==> src/rtl/serial_add_sub.sv <==
// Bit-serial adder/subtractor.
// Operands are captured on start and processed one bit per clock, LSB first,
// through a single full adder. Subtraction is done as a + ~b + ~cin, so the
// stored operand is inverted at capture and the carry flop is seeded with
// cin ^ mode. The result, carry-out and overflow flag are published together
// on entry to DONE and held stable until the next result is published.
module serial_add_sub #(
  parameter int WIDTH = 8
) (
  input  logic             clk,
  input  logic             rst_n,
  input  logic             start,
  input  logic             mode,
  input  logic [WIDTH-1:0] a,
  input  logic [WIDTH-1:0] b,
  input  logic             cin,
  output logic             busy,
  output logic             done,
  output logic [WIDTH-1:0] sum,
  output logic             cout,
  output logic             ovf
);

  localparam int CW = $clog2(WIDTH);
  localparam logic [CW-1:0] LAST_BIT = CW'(WIDTH - 1);

  typedef enum logic [1:0] {
    ST_IDLE = 2'd0,
    ST_RUN  = 2'd1,
    ST_DONE = 2'd2
  } state_t;

  state_t           state_q;
  logic [CW-1:0]    cnt_q;
  logic [WIDTH-1:0] a_q;
  logic [WIDTH-1:0] b_q;
  logic             c_q;
  logic [WIDTH-1:0] res_q;
  logic [WIDTH-1:0] sum_q;
  logic             cout_q;
  logic             ovf_q;
  logic             busy_q;
  logic             done_q;

  logic             s_d;
  logic             c_d;

  // Full adder on the current LSB of both operand shift registers.
  always_comb begin
    s_d = a_q[0] ^ b_q[0] ^ c_q;
    c_d = (a_q[0] & b_q[0]) | (a_q[0] & c_q) | (b_q[0] & c_q);
  end

  // Control FSM with datapath shift registers and registered outputs.
  always_ff @(posedge clk or negedge rst_n) begin
    if (!rst_n) begin
      state_q <= ST_IDLE;
      cnt_q   <= '0;
      a_q     <= '0;
      b_q     <= '0;
      c_q     <= 1'b0;
      res_q   <= '0;
      sum_q   <= '0;
      cout_q  <= 1'b0;
      ovf_q   <= 1'b0;
      busy_q  <= 1'b0;
      done_q  <= 1'b0;
    end else begin
      case (state_q)
        ST_IDLE: begin
          done_q <= 1'b0;
          if (start) begin
            a_q     <= a;
            b_q     <= mode ? ~b : b;
            c_q     <= cin ^ mode;
            cnt_q   <= '0;
            res_q   <= '0;
            busy_q  <= 1'b1;
            state_q <= ST_RUN;
          end else begin
            busy_q  <= 1'b0;
            state_q <= ST_IDLE;
          end
        end

        ST_RUN: begin
          // One bit per edge; inputs on the ports are not looked at here.
          a_q   <= {1'b0, a_q[WIDTH-1:1]};
          b_q   <= {1'b0, b_q[WIDTH-1:1]};
          c_q   <= c_d;
          res_q <= {s_d, res_q[WIDTH-1:1]};
          cnt_q <= cnt_q + {{(CW-1){1'b0}}, 1'b1};
          if (cnt_q == LAST_BIT) begin
            // c_q is the carry into the MSB, c_d the carry out of it.
            sum_q   <= {s_d, res_q[WIDTH-1:1]};
            cout_q  <= c_d;
            ovf_q   <= c_q ^ c_d;
            busy_q  <= 1'b0;
            done_q  <= 1'b1;
            state_q <= ST_DONE;
          end else begin
            busy_q  <= 1'b1;
            done_q  <= 1'b0;
            state_q <= ST_RUN;
          end
        end

        ST_DONE: begin
          done_q <= 1'b0;
          if (start) begin
            // Back-to-back: capture immediately, no IDLE cycle.
            a_q     <= a;
            b_q     <= mode ? ~b : b;
            c_q     <= cin ^ mode;
            cnt_q   <= '0;
            res_q   <= '0;
            busy_q  <= 1'b1;
            state_q <= ST_RUN;
          end else begin
            busy_q  <= 1'b0;
            state_q <= ST_IDLE;
          end
        end

        default: begin
          state_q <= ST_IDLE;
          busy_q  <= 1'b0;
          done_q  <= 1'b0;
        end
      endcase
    end
  end

  assign busy = busy_q;
  assign done = done_q;
  assign sum  = sum_q;
  assign cout = cout_q;
  assign ovf  = ovf_q;

endmodule

==> config.mk <==
export PLATFORM = sky130hd
export DESIGN_NAME = serial_add_sub
export DESIGN_NICKNAME = d
export VERILOG_FILES = /design/src/rtl/serial_add_sub.sv
export SDC_FILE = /design/constraint.sdc
export NUM_CORES = 1
export LEC_CHECK = 0
export CORE_MARGIN = 2
export CORE_UTILIZATION = 53
export DETAILED_ROUTE_END_ITERATION = 16
export PLACE_DENSITY = 0.84
export SYNTH_ARGS = -nofsm -noshare
export SYNTH_HDL_FRONTEND = slang
export SYNTH_SLANG_ARGS = --single-unit
==> constraint.sdc <==
create_clock -name clk -period 4.1 [get_ports clk]
set_clock_uncertainty 0.1 [all_clocks]
set_input_delay 0.82 -clock clk [delete_from_list [all_inputs] [get_ports clk]]
set_output_delay 0.82 -clock clk [all_outputs]
set_load 0.05 [all_outputs]
* After elaboration in Yosys (flattened, before gate mapping) *
Cells that the tools add are included.

storage, ports and cells
  bits in registers = 42

operators by class
  add/sub/neg operators = 1
  eq/ne operators = 4
  multiplexer cells = 19
  bitwise logic cells = 10
  reductions and logical operators = 5

operators with widths
  operator               number
  $pmux W8 S2            3
  $mux W8                4
  $not A8 Y8             1
  $mux W1                6
  $pmux W3 S2            1
  $pmux W1 S2            2
  $pmux W2 S2            1
  $reduce_and A2 Y1      2
  $xor A1 B1 Y1          4
  $add A3 B1 Y3 const B  1
  $and A1 B1 Y1          3
  $eq A3 B3 Y1 const B   1
  $mux W3                1
  $eq A2 B1 Y1 const B   1
  $eq A2 B2 Y1 const B   1
  $logic_not A2 Y1       1
  $mux W2                1
  $ne A2 B1 Y1 const B   1
  $or A1 B1 Y1           2
  $reduce_bool A2 Y1     1
  $reduce_or A2 Y1       1

* Depth between registers and ports, before layout *
Gate-level depths: netlist of run 1.

  word-level depth = 4
  depth in mapped cells = 6
  mapped depth without buffers = 5

* Worst setup path after synthesis of run 1 *
Ideal clock, no wire load.

  path kind = input-to-reg
  start point = input port start
  end point = register b_q[2]
  arrival time = 1.655 ns
  required time = 3.874 ns
  path slack = 2.219 ns
  stages on the path = 6
  path buffers = 3
  path through = nand2b_1 buf_6 and2_4 buf_6 buf_6 a221o_1

on the way
  cells in the longest elaborated chain, start to end = 2

ends and longest elaborated chain
  item                                line  RTL
  start: declaration                  12    input logic start,
  $ne A2 B1 Y1 (no source line)       n/a
  $reduce_and A2 Y1 (no source line)  n/a
  end signal: assignment              74    b_q <= mode ? ~b : b;
  end signal: assignment              89    b_q <= {1'b0, b_q[WIDTH-1:1]};
  end signal: assignment              113   b_q <= mode ? ~b : b;
  end: declaration                    36    logic [WIDTH-1:0] b_q;

Every way passes these cells.
A chain may end at the register's enable or synchronous reset.

==> results of run 1 <==
==> registers in the layout, indices dropped and copies added, names as in the netlist, 2 cells and up <==
signal and flops:
b_q 8, state_q 2, sum 8, res_q 7
cnt_q 3, a_q 8
==> cells in the mapped netlist (all sizes together) <==
| cell type | n | area [um^2] |
|---|---|---|
| inv | 2 | 7.510 |
| and2 | 1 | 8.760 |
| buf | 8 | 56.30 |
| nand3 | 10 | 50.05 |
| a22o | 9 | 78.83 |
| nand2b | 2 | 12.51 |
| nor2b | 1 | 6.260 |
| a221o | 8 | 80.08 |
| clkbuf | 3 | 12.51 |
| xor2 | 1 | 8.760 |
| xnor2 | 9 | 78.83 |
| fa | 1 | 20.02 |
| nor2 | 8 | 30.03 |
| mux2 | 9 | 101.4 |
| ha | 2 | 25.02 |
| nand3b | 1 | 7.510 |
| o21ai | 12 | 60.06 |
| mux2i | 9 | 90.09 |
| dfrtp | 40 | 1001 |
| nand2 | 1 | 3.750 |
==> power by group through the flow <==
stage	Sequential (W)	Clock, W	Combinational [W]
floorplan	0.000852	0	0.000421
global placement	0.000697	0	0.000734
detailed placement	0.000708	0	0.000767
CTS	0.000703	0.000196	0.000765
global route	0.000728	0.000210	0.000824
finish	0.000703	0.000189	0.000756
==> cells in the final DEF, fill, tap and decap left out <==
| master | n |
|---|---|
| nand2b_1 | 2 |
| clkdlybuf4s50_1 | 31 |
| a221o_1 | 8 |
| nor2_1 | 8 |
| a22o_1 | 9 |
| mux2_2 | 9 |
| and2_4 | 1 |
| xnor2_1 | 9 |
| mux2i_1 | 9 |
| clkinv_2 | 1 |
| ha_1 | 2 |
| buf_2 | 1 |
| clkinvlp_4 | 1 |
| o21ai_0 | 12 |
| clkbuf_4 | 5 |
| nand2_1 | 1 |
| dfrtp_1 | 40 |
| nor2b_1 | 1 |
| inv_1 | 2 |
| fa_1 | 1 |
| xor2_1 | 1 |
| nand3_1 | 10 |
| nand3b_1 | 1 |
==> through the flow <==
step / std cells / util, % / total power, W / hold WS, ns
3_3_place_gp: 202 / 66.30 / 0.001431 / 0.3682
5_1_grt: 209 / 67.93 / 0.001762 / 0.4298
3_5_place_dp: 202 / 66.30 / 0.001475 / 0.3901
4_1_cts: 209 / 67.93 / 0.001664 / 0.4145
6_report: 209 / 67.93 / 0.001648 / 0.4113
2_1_floorplan: 137 / - / 0.001274 / 0.3622
==> worst max-delay path by stage <==
| stage | start | endpoint | cells past startpoint |
|---|---|---|---|
| 6_report | state_q[0] | busy | 1 |
| 5_1_grt | state_q[0] | busy | 1 |
| 4_1_cts | state_q[0] | busy | 1 |
| 3_5_place_dp | start | b_q[0] | 4 |
| 3_3_place_gp | start | b_q[1] | 4 |
| 2_1_floorplan | start | b_q[2] | 6 |
==> routing by layer <==
layer | GRT usage [%] | wire length, um
met1 | 26.12 | 1356
met2 | 29.48 | 1535
met3 | 4.622 | 156
met4 | 10.56 | 69
met5 | 0 | 0
==> logic make-up (layout without fill, tap and decap cells) <==
family / count (synthesis) / after routing
adders and majority gates: 3 / 3
buffers and inverters: 13 / 41
DFF: 40 / 40
AOI/OAI and AO/OA: 29 / 29
xor gates and xnor gates: 10 / 10
and+or+nand+nor: 24 / 24
muxes: 18 / 18
==> final cells by class <==
cell class,instances,area (um^2),share of cell area (%)
clock buffer,5,37.54,1.795
clock inverter,2,12.51,0.5984
inverter,2,7.507,0.3591
multi-input combinational,84,661.9,31.66
sequential,40,1001,47.88
tap,44,55.05,2.633
timing repair buffer,32,315.3,15.08
==> qor.txt, run 1 <==
First-pass GRT wire length = 5.202 mm
HP Start = ovf
Share of power burned in registers = 42.6%
CP peak stage delay = 0.92 ns
Crit Path Class = reg2out
Clk pwr share = 11.5%
WHS Endpoint = ovf
Fin. max-slew vios = 0
RSZ-0062 raised after global routing = no
Vias = 1168
Syn Inst Count = 137
FP Rows = 20
DP Worst Slack = 1.443 ns
Mux share of post-synthesis cell area = 11.01%
Fin crit share = 71.39%
Die width = 61.29 um
Hold-critical path depth = 2
Sequential share of the synthesized area = 57.55%
TritonRoute pass-1 iters = 4
Number of gates resized after CTS = 0
Num CTS Buffers = 5
RR Startpoint = state_q[0]
Critical path cell sequence = clkdlybuf4s50_1
Die area = 0.003756 mm^2
Antenna Cells = 0
Synth Area in XOR/XNOR = 5.036%
Worst skew pair latency = 0.35 ns
Pwr Density = 788.2 mW/mm^2
Worst-path clk slew = 0.12 ns
Switching Fraction = 41.45%
Worst IR Drop VDD = 0.0004663 V
Worst reg-to-reg setup slack = 1.94 ns
Final hold violation count = 0
CP Launch Type = register
Share of total power in combinational logic = 45.9%
I/O pins = 33
Synthesized area = 0.001739 mm^2
Final GP Congestion = 0.7918
DRT iter0 DRCs = 42
Tightest Hold Check Type = reg2reg
Status = complete, no violations
Max frequency = 0.3417 GHz
Crit path buffers/inverters = 1
Clock H-tree levels = 2
Clock sink count = 40
Finished Cell Area = 0.002091 mm^2
Cts hold-fix bufs = 0
Critical path capture point type = primary output
Slowest stage cell, crit path = clkdlybuf4s50_1
Largest net degree at the start of global routing = 41
Layout area overhead = 20.22%
# DRC = 0
Buffers on Ports = 32
Postcts setup bufs = 0
Final setup margin = 1.173 ns
Placed cell area = 0.002041 mm^2
Synth warn = 0
Crit-path max FO = 16
NetSw = 0.0006831 W
Vias in the first global route = 1109
Synth Area in Adders = 2.590%
Worst EP arrival = 2.01 ns
Initial cell density of the core = 56.50%
Final setup TNS = 0 ns
Number of setup violations in the final report = 0
Vias per cell = 5.589
GR Overflow Total = 0
Initial antenna violation count = 0
Number of fill cells = 244
Internal power = 0.0009649 W
Share of layout cells above drive strength 1 = 10.91%
Synth Net Count = 161
Root Driver = clkbuf_4
Main combinational cell family by area after synthesis = compound AO/OA/AOI/OAI gates
Worst-Margin Slew = 1.138 ns
Core Footprint = 0.003078 mm^2
Clock tree from TritonCTS = yes
Net count, final = 189
CP delay by family, top = buffers and inverters
Max Root-Sink Buffers = 2
Simple-Gate Fraction of Synth Area = 6.835%
GRT Total Usage = 19.49%
Routed length per placed instance = 14.92 um
R2r worst-path depth = 2
P_leak = 0.9439 nW
Post-route ant nets = 0
Syn avg cell area = 12.69 um^2
Slew HR = 23.95%
Post-synthesis register bit count = 40
Capture point of the worst reg-to-reg path = c_q
Final Critical Period = 2.927 ns
Synth Area in Compound Gates = 12.59%
Die Ht = 61.29 um
Max Cap Violations = 0
Worst Path Required = 3.18 ns
Final WL = 3.118 mm
Distinct cells, synth = 23
Power figures use the tool's default switching activity.
==> inputs of run 2 (changes only) <==
- CORE_UTILIZATION: 53 -> 46
- PLACE_DENSITY: 0.84 -> 0.78
- clock period: 4.1 -> 2.4 ns (I/O delays scaled with it)
==> qor.txt, run 2 (synthesis gave the netlist of run 1 again) <==
CP Launch Type = register (unchanged)
Clock H-tree levels = 2 (unchanged)
Tot Pwr = 0.002970 W (was 0.001648 W)
CP delay by family, top = buffers and inverters (unchanged)
Post-route ant nets = 0 (unchanged)
Crit Path Class = reg2out (unchanged)
DRT iter0 DRCs = 43 (was 42)
RR Startpoint = state_q[1] (was state_q[0])
Die area = 0.004289 mm^2 (was 0.003756 mm^2)
Util after Layout = 59.16% (was 67.93%)
Internal power = 0.001802 W (was 0.0009649 W)
Num CTS Buffers = 5 (unchanged)
Postcts setup bufs = 0 (unchanged)
GRT Total Usage = 16.85% (was 19.49%)
Commonest non-fill, non-tap cell in the layout = dfrtp_1 (unchanged)
Final Critical Period = 2.044 ns
NetSw = 0.001168 W (was 0.0006831 W)
Status = complete, no violations (unchanged)
Crit path buffers/inverters = 1 (unchanged)
Worst skew pair latency = 0.28 ns (was 0.35 ns)
Fin. max-slew vios = 0 (unchanged)
Worst Path Required = 1.82 ns (was 3.18 ns)
Worst EP arrival = 1.46 ns (was 2.01 ns)
First-pass GRT wire length = 5.354 mm (was 5.202 mm)
Vias = 1156 (was 1168)
Buffers on Ports = 32 (unchanged)
Die Ht = 65.49 um (was 61.29 um)
Cts hold-fix bufs = 0 (unchanged)
Largest net degree at the start of global routing = 41 (unchanged)
Clock tree from TritonCTS = yes (unchanged)
GR Overflow Total = 0 (unchanged)
Critical path cell sequence = clkdlybuf4s50_1 (unchanged)
Antenna Cells = 0 (unchanged)
Highest-count cells in the layout ignoring fill and taps = 40 x dfrtp_1, 30 x clkdlybuf4s50_1, 12 x o21ai_0, 10 x nand3_1 (was 40 x dfrtp_1, 31 x clkdlybuf4s50_1, 12 x o21ai_0, 10 x nand3_1)
Max Cap Violations = 0 (unchanged)
Vias per cell = 5.303 (was 5.589)
P_leak = 0.9864 nW (was 0.9439 nW)
Slew HR = 20.48% (was 23.95%)
Fin crit share = 85.17%
Final hold violation count = 0 (unchanged)
Worst reg-to-reg setup slack = 0.56 ns (was 1.94 ns)
Worst-Margin Slew = 1.190 ns (was 1.138 ns)
Capture point of the worst reg-to-reg path = b_q[2] (was c_q)
Core Footprint = 0.003661 mm^2 (was 0.003078 mm^2)
Switching Fraction = 39.34% (was 41.45%)
Placed cell area = 0.002073 mm^2 (was 0.002041 mm^2)
Finished Cell Area = 0.002166 mm^2 (was 0.002091 mm^2)
Final WL = 3.009 mm (was 3.118 mm)
Critical path startpoint = sum[6] (was state_q[0])
Pwr Density = 1371 mW/mm^2 (was 788.2 mW/mm^2)
Max Root-Sink Buffers = 2 (unchanged)
Die width = 65.49 um (was 61.29 um)
Crit-path max FO = 2 (was 16)
Final setup TNS = 0 ns (unchanged)
Worst IR Drop VDD = 0.0004271 V (was 0.0004663 V)
Initial antenna violation count = 0 (unchanged)
Share of power burned in registers = 39.2% (was 42.6%)
DP Wirelength = 2.106 mm
Number of gates resized after CTS = 0 (unchanged)
Routed length per placed instance = 13.80 um (was 14.92 um)
Net count, final = 193 (was 189)
Initial cell density of the core = 47.51% (was 56.50%)
Critical path capture point type = primary output (unchanged)
Final GP Congestion = 0.7522 (was 0.7918)
Worst-path clk slew = 0.07 ns (was 0.12 ns)
Share of layout cells above drive strength 1 = 14.12% (was 10.91%)
Clk pwr share = 15.0% (was 11.5%)
Layout area overhead = 24.53% (was 20.22%)
Max frequency = 0.4892 GHz
Tightest Hold Check Type = in2async (was reg2reg)
TritonRoute pass-1 iters = 4 (unchanged)
I/O pins = 33 (unchanged)
# DRC = 0 (unchanged)
Slowest stage cell, crit path = clkdlybuf4s50_1 (unchanged)
FP Rows = 22 (was 20)
Root Driver = clkbuf_8 (was clkbuf_4)
RSZ-0062 raised after global routing = no (unchanged)
CP peak stage delay = 0.81 ns (was 0.92 ns)
Clock sink count = 40 (unchanged)
Vias in the first global route = 1215 (was 1109)
Share of total power in combinational logic = 45.8% (was 45.9%)
R2r worst-path depth = 2 (unchanged)
Number of setup violations in the final report = 0 (unchanged)
==> run 2: worst max-delay path by stage <==
| stage | cells past startpoint | to | slack (ns) |
|---|---|---|---|
| 6_report | 1 | sum[6] | 0.36 |
| 3_3_place_gp | 4 | b_q[2] | 0.47 |
| 5_1_grt | 1 | sum[4] | 0.31 |
| 3_5_place_dp | 4 | c_q | 0.43 |
| 2_1_floorplan | 6 | b_q[2] | 0.55 |
| 4_1_cts | 1 | sum[6] | 0.34 |
==> run 2: final cells by class <==
| type | instances | area [um^2] |
|---|---|---|
| Inverter | 2 | 7.507 |
| Sequential cell | 40 | 1001 |
| Fill cell | 318 | 1495 |
| Tap cell | 48 | 60.06 |
| Clock buffer | 6 | 82.58 |
| Timing Repair Buffer | 36 | 342.8 |
| Clock inverter | 2 | 10.01 |
| Multi-Input combinational cell | 84 | 661.9 |
==> run 2: power groups by stage <==
stage          registers [W]  clock network, W  logic (W)
3_5_place_dp         0.00117                 0    0.00138
4_1_cts              0.00117          0.000460    0.00138
5_1_grt              0.00121          0.000494    0.00149
2_1_floorplan        0.00146                 0   0.000720
3_3_place_gp         0.00116                 0    0.00132
6_report             0.00116          0.000447    0.00136
==> run 2: through the flow <==
step | cells | worst slack, ns | hold WS [ns]
5_1_grt | 218 | 0.3090 | 0.2656
4_1_cts | 218 | 0.3409 | 0.2230
3_5_place_dp | 210 | 0.4264 | 0.3834
6_report | 218 | 0.3560 | 0.2037
2_1_floorplan | 137 | 0.5535 | 0.08441
3_3_place_gp | 210 | 0.4693 | 0.3713
==> run 2: routing by layer <==
metal  part of all wire [%]  track usage, %  vias to the layer above
li1                       -               -                      554
met1                     44           18.84                      570
met2                     51           28.95                       30
met3                    4.8           6.507                        2
met4                   0.43           6.510                        0
met5                      0               0                        -
==> run 2: worst register-to-register path, stage by stage, from the launching register on <==
cell and delay [ns]:
dfrtp_1 0.43, nor2b_1 0.93, a221o_1 0.31
